### config.mk
export PLATFORM = sky130hd
export DESIGN_NAME = relay_tpic_driver
export DESIGN_NICKNAME = d
export VERILOG_FILES = /design/src/rtl/relay_tpic_driver_pkg.sv /design/src/rtl/relay_tpic_driver_tick_gen.sv /design/src/rtl/relay_tpic_driver.sv
export SDC_FILE = /design/constraint.sdc
export NUM_CORES = 1
export LEC_CHECK = 0
export BUFFER_PORTS_ARGS = -buffer_cell sky130_fd_sc_hd__buf_2
export CELL_PAD_IN_SITES_DETAIL_PLACEMENT = 1
export CELL_PAD_IN_SITES_GLOBAL_PLACEMENT = 2
export CORE_ASPECT_RATIO = 1.75
export CORE_MARGIN = 1.5
export CORE_UTILIZATION = 38
export CTS_CLUSTER_DIAMETER = 30
export CTS_CLUSTER_SIZE = 25
export DETAILED_ROUTE_END_ITERATION = 10
export HOLD_SLACK_MARGIN = 0.03
export PLACE_DENSITY_LB_ADDON = 0.05
export SYNTH_ARGS = -nofsm -noshare
export SYNTH_HDL_FRONTEND = slang
export SYNTH_SLANG_ARGS = --single-unit
export TNS_END_PERCENT = 30
### constraint.sdc
create_clock -name clk -period 5.5 [get_ports clk]
set_clock_uncertainty 0.1 [all_clocks]
set_input_delay 1.1 -clock clk [delete_from_list [all_inputs] [get_ports clk]]
set_output_delay 1.1 -clock clk [all_outputs]
set_load 0.005 [all_outputs]
### src/rtl/relay_tpic_driver_pkg.sv
// Shared definitions for the TPIC relay driver: serializer states, default
// parameters and the latch/gap phase length.
package relay_tpic_driver_pkg;

    typedef enum logic [1:0] {
        LOAD  = 2'd0,
        SHIFT = 2'd1,
        LATCH = 2'd2,
        GAP   = 2'd3
    } state_e;

    localparam int DEF_WIDTH    = 300;
    localparam int DEF_DIVISOR  = 4;
    localparam int DEF_LED_HALF = 25_000_000;

    // Ticks spent with rck high, and again with rck low before the next LOAD.
    localparam int RCK_TICKS    = 2;

    // Counter width for a count of n states; never narrower than one bit.
    function automatic int cnt_width(input int n);
        return (n > 1) ? $clog2(n) : 1;
    endfunction

endpackage

### src/rtl/relay_tpic_driver_tick_gen.sv
// Tick enable generator: one-cycle pulse every DIVISOR/2 clk cycles, with the
// first pulse taking effect DIVISOR/2 edges after reset release.
module tick_gen
    import relay_tpic_driver_pkg::*;
#(
    parameter int DIVISOR = DEF_DIVISOR
) (
    input  logic clk,
    input  logic reset_n,
    output logic tick
);

    localparam int HALF = DIVISOR / 2;
    localparam int CW   = cnt_width(HALF);
    localparam logic [CW-1:0] TERM = CW'(HALF - 1);
    // With HALF == 1 every edge is a tick, including the first after reset.
    localparam logic TICK_RST = 1'(HALF == 1);

    logic [CW-1:0] cnt_q;
    logic [CW-1:0] cnt_d;
    logic          tick_q;
    logic          tick_d;

    // Next count and look-ahead tick so the pulse is already registered.
    always_comb begin
        cnt_d = cnt_q;
        if (cnt_q == TERM) begin
            cnt_d = '0;
        end else begin
            cnt_d = cnt_q + CW'(1);
        end
        tick_d = (cnt_d == TERM);
    end

    // Divider state register.
    always_ff @(posedge clk or negedge reset_n) begin
        if (!reset_n) begin
            cnt_q  <= '0;
            tick_q <= TICK_RST;
        end else begin
            cnt_q  <= cnt_d;
            tick_q <= tick_d;
        end
    end

    assign tick = tick_q;

endmodule

### src/rtl/relay_tpic_driver.sv
// Continuous TPIC6x595 refresh: serializes a WIDTH-bit relay image MSB first,
// latches it with rck, enables outputs after the first full frame, and blinks a
// heartbeat LED.
module relay_tpic_driver
    import relay_tpic_driver_pkg::*;
#(
    parameter int WIDTH    = DEF_WIDTH,
    parameter int DIVISOR  = DEF_DIVISOR,
    parameter int LED_HALF = DEF_LED_HALF
) (
    input  logic             clk,
    input  logic             reset_n,
    input  logic [WIDTH-1:0] data,
    output logic             live_led,
    output logic             sclk,
    output logic             sout,
    output logic             rck,
    output logic             en_n
);

    localparam int SHIFT_TICKS = 2 * WIDTH;
    localparam int STEP_W      = cnt_width(SHIFT_TICKS);
    localparam logic [STEP_W-1:0] SHIFT_LAST = STEP_W'(SHIFT_TICKS - 1);
    localparam logic [STEP_W-1:0] RCK_LAST   = STEP_W'(RCK_TICKS - 1);
    localparam int LED_W       = cnt_width(LED_HALF);
    localparam logic [LED_W-1:0] LED_LAST    = LED_W'(LED_HALF - 1);

    logic              tick_s;
    state_e            state_q,  state_d;
    logic [STEP_W-1:0] step_q,   step_d;
    logic [WIDTH-1:0]  shreg_q,  shreg_d;
    logic              sclk_q,   sclk_d;
    logic              sout_q,   sout_d;
    logic              rck_q,    rck_d;
    logic              en_n_q,   en_n_d;
    logic [LED_W-1:0]  led_cnt_q, led_cnt_d;
    logic              led_q,    led_d;

    tick_gen #(
        .DIVISOR (DIVISOR)
    ) u_tick_gen (
        .clk     (clk),
        .reset_n (reset_n),
        .tick    (tick_s)
    );

    // Serializer registers; they only move on tick cycles.
    always_ff @(posedge clk or negedge reset_n) begin
        if (!reset_n) begin
            state_q <= LOAD;
            step_q  <= '0;
            shreg_q <= '0;
            sclk_q  <= 1'b0;
            sout_q  <= 1'b0;
            rck_q   <= 1'b0;
            en_n_q  <= 1'b1;
        end else if (tick_s) begin
            state_q <= state_d;
            step_q  <= step_d;
            shreg_q <= shreg_d;
            sclk_q  <= sclk_d;
            sout_q  <= sout_d;
            rck_q   <= rck_d;
            en_n_q  <= en_n_d;
        end
    end

    // Phase sequencing: LOAD -> SHIFT (2*WIDTH) -> LATCH (2) -> GAP (2).
    always_comb begin
        state_d = state_q;
        step_d  = step_q;
        case (state_q)
            LOAD: begin
                state_d = SHIFT;
                step_d  = '0;
            end
            SHIFT: begin
                if (step_q == SHIFT_LAST) begin
                    state_d = LATCH;
                    step_d  = '0;
                end else begin
                    step_d  = step_q + STEP_W'(1);
                end
            end
            LATCH: begin
                if (step_q == RCK_LAST) begin
                    state_d = GAP;
                    step_d  = '0;
                end else begin
                    step_d  = step_q + STEP_W'(1);
                end
            end
            GAP: begin
                if (step_q == RCK_LAST) begin
                    state_d = LOAD;
                    step_d  = '0;
                end else begin
                    step_d  = step_q + STEP_W'(1);
                end
            end
            default: begin
                state_d = LOAD;
                step_d  = '0;
            end
        endcase
    end

    // Pin values for the tick being executed; even SHIFT steps raise sclk,
    // odd steps drop it and advance the data so sout never moves while high.
    always_comb begin
        shreg_d = shreg_q;
        sclk_d  = sclk_q;
        sout_d  = sout_q;
        rck_d   = rck_q;
        en_n_d  = en_n_q;
        case (state_q)
            LOAD: begin
                shreg_d = data;
                sout_d  = data[WIDTH-1];
                sclk_d  = 1'b0;
                rck_d   = 1'b0;
            end
            SHIFT: begin
                rck_d = 1'b0;
                if (!step_q[0]) begin
                    sclk_d = 1'b1;
                end else begin
                    sclk_d  = 1'b0;
                    shreg_d = shreg_q << 1;
                    sout_d  = shreg_d[WIDTH-1];
                end
            end
            LATCH: begin
                sclk_d = 1'b0;
                rck_d  = 1'b1;
            end
            GAP: begin
                sclk_d = 1'b0;
                rck_d  = 1'b0;
                en_n_d = 1'b0;
            end
            default: begin
                sclk_d = 1'b0;
                rck_d  = 1'b0;
            end
        endcase
    end

    // Heartbeat next state; runs on every clk, not on ticks.
    always_comb begin
        led_cnt_d = led_cnt_q;
        led_d     = led_q;
        if (led_cnt_q == LED_LAST) begin
            led_cnt_d = '0;
            led_d     = ~led_q;
        end else begin
            led_cnt_d = led_cnt_q + LED_W'(1);
        end
    end

    // Heartbeat registers.
    always_ff @(posedge clk or negedge reset_n) begin
        if (!reset_n) begin
            led_cnt_q <= '0;
            led_q     <= 1'b0;
        end else begin
            led_cnt_q <= led_cnt_d;
            led_q     <= led_d;
        end
    end

    assign live_led = led_q;
    assign sclk     = sclk_q;
    assign sout     = sout_q;
    assign rck      = rck_q;
    assign en_n     = en_n_q;

endmodule

==> impl_metrics.ini, run 1 <==
[cells_and_area]
n_fill_cell = 4577
post_layout_nonfiller_instances = 2399
final_design_area_no_fill_um2 = 19900
area_delta_synth_final_pct = 26.4
nets = 2105
layout-drive-gt1-share_pct = 23.8

[synth]
synth_simple_gate_area_share_pct = 10.2
ys_seq_elements = 342
synth_cell_types = 45
post_synthesis_adder_cell_area_fraction_pct = 0.716
ys_async_sr_fraction_pct = 100
synth_flop_cell = sky130_fd_sc_hd__dfrtp_1
yosysWarnings = 0
share_of_synthesized_area_spent_on_multiplexers_pct = 19.3
synth.yosys.seq_area_share_pct = 54.4
count_of_flip_flops_with_a_built_in_enable_after_synthesis = 0
synthesis.area_per_instance_um2 = 10.4
mappedNetlistArea_um2 = 15700
yosys.area_share.xor_xnor_pct = 1.11
postSynthNetCount = 1829
synth_area_in_compound_gates_pct = 11.1
netlist_instances = 1518
synth_top_family_by_area = multiplexers

[critical_path]
crit_family = simple AND/OR/NAND/NOR gates
cell_count_of_the_worst_reg_to_reg_path = 6
timing.setup.critical_path_class = flop to flop
critical_path.startpoint_type = flop
critical_path.endpoint_type = flop
timing.critical_path.depth = 6
critical_path.reg2reg.endpoint = shreg_q[135]
startpoint_of_the_lowest_slack_register_to_register_path = state_q[1]
slowest_delay_ps = 780
crit_required_ps = 5830
timing.critical_path.arrival_ps = 3590
critical_path_peak_fanout = 134
r2r_slack_ps = 2240
crit_buf_inv = 2
slowest_stage = sky130_fd_sc_hd__nand2_4
worstPathCellList = inv_1 > ha_4 > mux2_2 > nand2_4 > buf_12 > o21ai_0

[grt]
grt_pass1_vias = 13200
initial_antenna_violation_count = 11
global_route_wire_length_before_repair_um = 69100
overflow = 0
grt_start_max_net_pins = 135
gr-usage-all-layers_pct = 20.3

[routing]
drt-wirelength-per-cell_um = 17.6
vias_per_cell = 4.97
totalWireLength_um = 42200
dr.first_iter.drc_count = 381
first_pass_iters = 4
route.antenna.remaining_nets = 0
vias = 11900
detail_route.drc_violations = 0

[pwr]
design_power_total_w = 0.00684
total_leakage_power_nw = 10.4
vdd_drop_max_uv = 251
cellPowerDensity_nw_per_um2 = 344

[sta]
setup_viol = 0
finalWorstPathRequiredPeriod_ps = 3260
timing.final.max_slew_violations = 0
holdWs_ps = 372
rsz0062_at_grt = no
hold_viol_final = 0
fmax_ghz = 0.306
tightestPinTransition_ps = 1080
final.period_utilization_pct = 59.3
fin_tns_setup_ps = 0
slew_headroom_pct = 28.3

[clock_tree]
cts.clk_slew.worst_paths_ps = 50
cts_htree_levels = 2
post_cts_resized = 0
cts_tree = done
post-cts-setup-buffer-count = 0
clock_tree.root_cell = sky130_fd_sc_hd__clkbuf_16
numCtsBuffers = 61
clock_insertion_delay_worst_skew_ps = 580
clkSinkCount = 342
cts.path.max_buffers = 3
cts_hold_bufs = 0

[hold_path]
number_of_stages_on_the_worst_hold_path = 2
min_delay_worst_endpoint = shreg_q[261]
hold_class = flop to flop
hold_path_startpoint = shreg_q[261]

[floorplanning]
num_io_pins = 307
placeableCoreArea_um2 = 40800
die_w_um = 157
starting_density_of_the_core_pct = 38.5
rows = 98
floorplan.die_area_um2 = 42700
die_height_um = 272

[place]
place.port_buffers = 306
final_hpwl_from_detailed_placement_um = 28800
place_congestion = 0.752
place_inst = 2281
placement.cell_area_um2 = 17700

[outcome]
outcome = finished, final reports clean

[run]
max_cap_viol_count = 0
==> state kept, by name, summed over array words and instances (netlist names) <==
register and count:
state_q 2, shreg_q 299, rck 1, led_cnt_q 25, step_q 10, sout 1, en_n 1, live_led 1
sclk 1, u_tick_gen.tick 1
==> power by group <==
group	total [W]	internal, W	switching (W)
Clock	0.00387	0.00256	0.00131
Sequential	0.00269	0.00263	0.0000604
Combinational	0.000279	0.000142	0.000137
==> tightest hold or removal path, delay by kind of cell (launching register included) <==
family             cells  cell delay, ps
AOI/OAI and AO/OA      1              60
and+or+nand+nor        1              40
DFF                    1             330
==> Yosys cell counts, types with 2 or more instances <==
cell type / instances / area share (%)
sky130_fd_sc_hd__and3_1: 4 / 0.16
sky130_fd_sc_hd__nand4_1: 5 / 0.20
sky130_fd_sc_hd__dfrtp_1: 341 / 54
sky130_fd_sc_hd__nor3_1: 2 / 0.064
sky130_fd_sc_hd__buf_1: 3 / 0.072
sky130_fd_sc_hd__a21oi_1: 12 / 0.38
sky130_fd_sc_hd__inv_1: 14 / 0.33
sky130_fd_sc_hd__nor2_1: 14 / 0.33
sky130_fd_sc_hd__o21ai_0: 307 / 9.8
sky130_fd_sc_hd__or3_1: 5 / 0.20
sky130_fd_sc_hd__o31ai_1: 7 / 0.33
sky130_fd_sc_hd__nand2_1: 317 / 7.6
sky130_fd_sc_hd__or4_1: 5 / 0.24
sky130_fd_sc_hd__buf_2: 32 / 1.0
sky130_fd_sc_hd__xnor2_1: 9 / 0.50
sky130_fd_sc_hd__xor2_1: 11 / 0.61
sky130_fd_sc_hd__mux2_2: 3 / 0.21
sky130_fd_sc_hd__o311a_1: 2 / 0.13
sky130_fd_sc_hd__and4_1: 2 / 0.11
sky130_fd_sc_hd__o221ai_1: 2 / 0.11
sky130_fd_sc_hd__or2_2: 2 / 0.079
sky130_fd_sc_hd__ha_1: 9 / 0.72
sky130_fd_sc_hd__nor4_1: 5 / 0.20
sky130_fd_sc_hd__clkbuf_1: 72 / 1.7
sky130_fd_sc_hd__nand3_1: 14 / 0.45
sky130_fd_sc_hd__mux2i_1: 300 / 19
==> logic make-up after synthesis <==
family          after synthesis
compound gates              338
xor+xnor                     20
fa+ha+maj                     9
buf+inv                     121
flops                       342
mux                         303
simple gates                385
==> area by class of cell <==
type	count	area, um^2	share of cell area [%]
flip-flops and latches	342	8560	43.0
multi-input cells	1055	6700	33.7
repair buffers	320	1730	8.72
clock buffers	80	1710	8.60
well taps	550	688	3.46
clock inverters	34	428	2.15
inverters	14	52.6	0.264
diodes	4	10.0	0.0503
==> worst max-delay path by stage <==
stage,start,end,slack (ps)
floorplan,state_q[1],shreg_q[109],3280
finish,state_q[1],shreg_q[135],2240
global route,state_q[1],shreg_q[239],1940
detailed placement,state_q[1],shreg_q[200],2190
global placement,state_q[1],shreg_q[254],2290
CTS,state_q[1],shreg_q[263],2170
==> routing by layer <==
metal | vias up | share of wire (%) | global-route usage [%]
met5 | - | 0.17 | 0
met4 | 10 | 1.9 | 6.07
met2 | 243 | 54 | 37.9
li1 | 5829 | - | -
met3 | 67 | 5.1 | 4.52
met1 | 5766 | 39 | 22.7
==> per-stage QoR <==
step,util [%],worst slack [ps]
6_report,48.7,2240
5_1_grt,48.7,1940
4_1_cts,48.7,2170
3_5_place_dp,43.4,2190
3_3_place_gp,43.4,2290
2_1_floorplan,-,3280
==> placed cells by master, fill, tap and decap left out, drive strengths merged, types with 14 or more instances in the layout <==
cell,instances
inv,16
nand2,317
o21ai,307
buf,320
dfrtp,341
nor2,15
mux2i,300
nand3,14
clkbuf,80
clkinv,16
Note: power is estimated with default switching activity, not from simulation.
==> inputs of run 2 (changes only) <==
CORE_UTILIZATION = 35   (was 38)
clock period = 3.3 ns   (was 5.5 ns; I/O delays follow)
==> impl_metrics.ini, run 2 (synthesis gave the netlist of run 1 again) <==
[floorplanning]
placeableCoreArea_um2 = 44300
starting_density_of_the_core_pct = 35.5
rows = 102
die_w_um = 163
num_io_pins = 307
floorplan.die_area_um2 = 46300
die_height_um = 284

[pwr]
share_seq_of_total_power_pct = 37.4
p_sw_share_pct = 22.0
p_int_w = 0.00936
design_power_total_w = 0.0120
pwr-share-clk_pct = 58.6
switching_power_w = 0.00265
pwr-share-comb_pct = 4.1
total_leakage_power_nw = 10.6
vdd_drop_max_uv = 389
cellPowerDensity_nw_per_um2 = 591

[critical_path]
slowest_stage = sky130_fd_sc_hd__buf_4
r2r_slack_ps = 880
timing.critical_path.arrival_ps = 2740
critical_path_peak_fanout = 46
critical_path.startpoint_type = flop
slowest_delay_ps = 450
timing.setup.critical_path_class = flop to flop
critical_path.endpoint_type = flop
worstPathCellList = inv_1 > ha_4 > mux2_2 > nand2_4 > buf_4 > o21ai_0
crit_required_ps = 3620

[clock_tree]
cts_htree_levels = 3
cts.path.max_buffers = 3
numCtsBuffers = 70
clkSinkCount = 342
post-cts-setup-buffer-count = 0
cts_tree = done
cts.clk_slew.worst_paths_ps = 50
clock_tree.root_cell = sky130_fd_sc_hd__clkbuf_16
clock_insertion_delay_worst_skew_ps = 570

[grt]
global_route_wire_length_before_repair_um = 69800
overflow = 0
grt_pass1_vias = 13300
initial_antenna_violation_count = 15
grt_start_max_net_pins = 113
gr-usage-all-layers_pct = 19.0

[place]
final_hpwl_from_detailed_placement_um = 29100
place.port_buffers = 306
place_inst = 2319
place_congestion = 0.760

[sta]
setup_viol = 0
tightestPinTransition_ps = 964
slew_headroom_pct = 35.8
rsz0062_at_grt = no
fin_tns_setup_ps = 0
timing.final.max_slew_violations = 0
finalWorstPathRequiredPeriod_ps = 2420
hold_viol_final = 0
fmax_ghz = 0.414
final.period_utilization_pct = 73.2

[routing]
first_pass_iters = 5
detail_route.drc_violations = 0
totalWireLength_um = 42900
vias_per_cell = 4.90
dr.first_iter.drc_count = 549
route.antenna.remaining_nets = 0
drt-wirelength-per-cell_um = 17.5
vias = 12000

[run]
max_cap_viol_count = 0

[cells_and_area]
most_common_cell_after_layout_fill_and_taps_aside = sky130_fd_sc_hd__dfrtp_1
post_layout_nonfiller_instances = 2447
area_delta_synth_final_pct = 29.2
utilization_pct = 45.9
flip_flop_count_of_the_largest_register_all_copies_and_words_added = 299
reg.largest.list = shreg_q: 299 flops, led_cnt_q: 25 flops, step_q: 10 flops
most-common-layout-cells = sky130_fd_sc_hd__dfrtp_1, sky130_fd_sc_hd__nand2_1, sky130_fd_sc_hd__o21ai_0
layout-drive-gt1-share_pct = 24.8
nets = 2131
regMostFlops = shreg_q

[outcome]
outcome = finished, final reports clean

[hold_path]
hold_class = input port to flop
## run 2: changes by cell type in the layout (fill, tap and decap cells not counted), moves of 3 or more
cell	before	now
sky130_fd_sc_hd__clkinv_4	5	2
sky130_fd_sc_hd__buf_4	7	18
sky130_fd_sc_hd__buf_12	7	12
sky130_fd_sc_hd__inv_6	2	6
sky130_fd_sc_hd__clkbuf_16	62	72
sky130_fd_sc_hd__clkbuf_8	9	13
## run 2: layer usage
metal  GRT usage [%]  share of wire (%)
met1            20.7                 38
met5               0               0.27
met3            5.09                5.9
met4            7.20                2.1
met2            34.3                 53
## run 2: stage by stage
step | cell area [um^2] | hold WS [ps] | setup slack (ps)
3_3_place_gp | 17900 | 352 | 891
5_1_grt | 20300 | 248 | 641
2_1_floorplan | 15700 | 264 | 1080
3_5_place_dp | 17900 | 370 | 826
6_report | 20300 | 267 | 883
4_1_cts | 20300 | 235 | 801
## run 2: repair_timing
item                                   CTS  global route
endpoints found under the hold margin   54             0
resized for setup                        0             0
hold buffers                             1             0
## run 2: final cells by class
cell class | instances | area (um^2)
antenna | 6 | 15.0
clock buffer | 92 | 2010
clock inverter | 29 | 352
fill | 4927 | 24000
inverter | 14 | 52.6
multi-input combinational | 1055 | 6700
sequential | 342 | 8560
tap | 572 | 716
timing repair buffer | 337 | 1930
## run 2: path summary, 6_finish.rpt
path | end | cells past startpoint | startpoint
max | shreg_q[248] | 6 | state_q[1]
min | shreg_q[0] | 3 | data[0]
max reg2reg | shreg_q[248] | 6 | state_q[1]
min reg2reg | shreg_q[158] | 2 | shreg_q[158]
max in group asynchronous | shreg_q[135] | 4 | reset_n
min in group asynchronous | shreg_q[66] | 2 | reset_n
## run 2: worst max-delay path, delay by kind of cell (launching register included)
family / cells / cell delay [ps]
DFF: 1 / 400
adders and majority gates: 1 / 220
muxes: 1 / 370
and+or+nand+nor: 1 / 390
buffers and inverters: 2 / 600
AOI/OAI and AO/OA: 1 / 170
## run 2: power groups by stage
stage	Combinational, W	Sequential [W]	Clock, W
final	0.000492	0.00449	0.00703
after global routing	0.000566	0.00451	0.00743
after CTS	0.000514	0.00449	0.00723
after detailed placement	0.000510	0.00455	0
after global placement	0.000494	0.00454	0
after floorplan	0.000161	0.00452	0
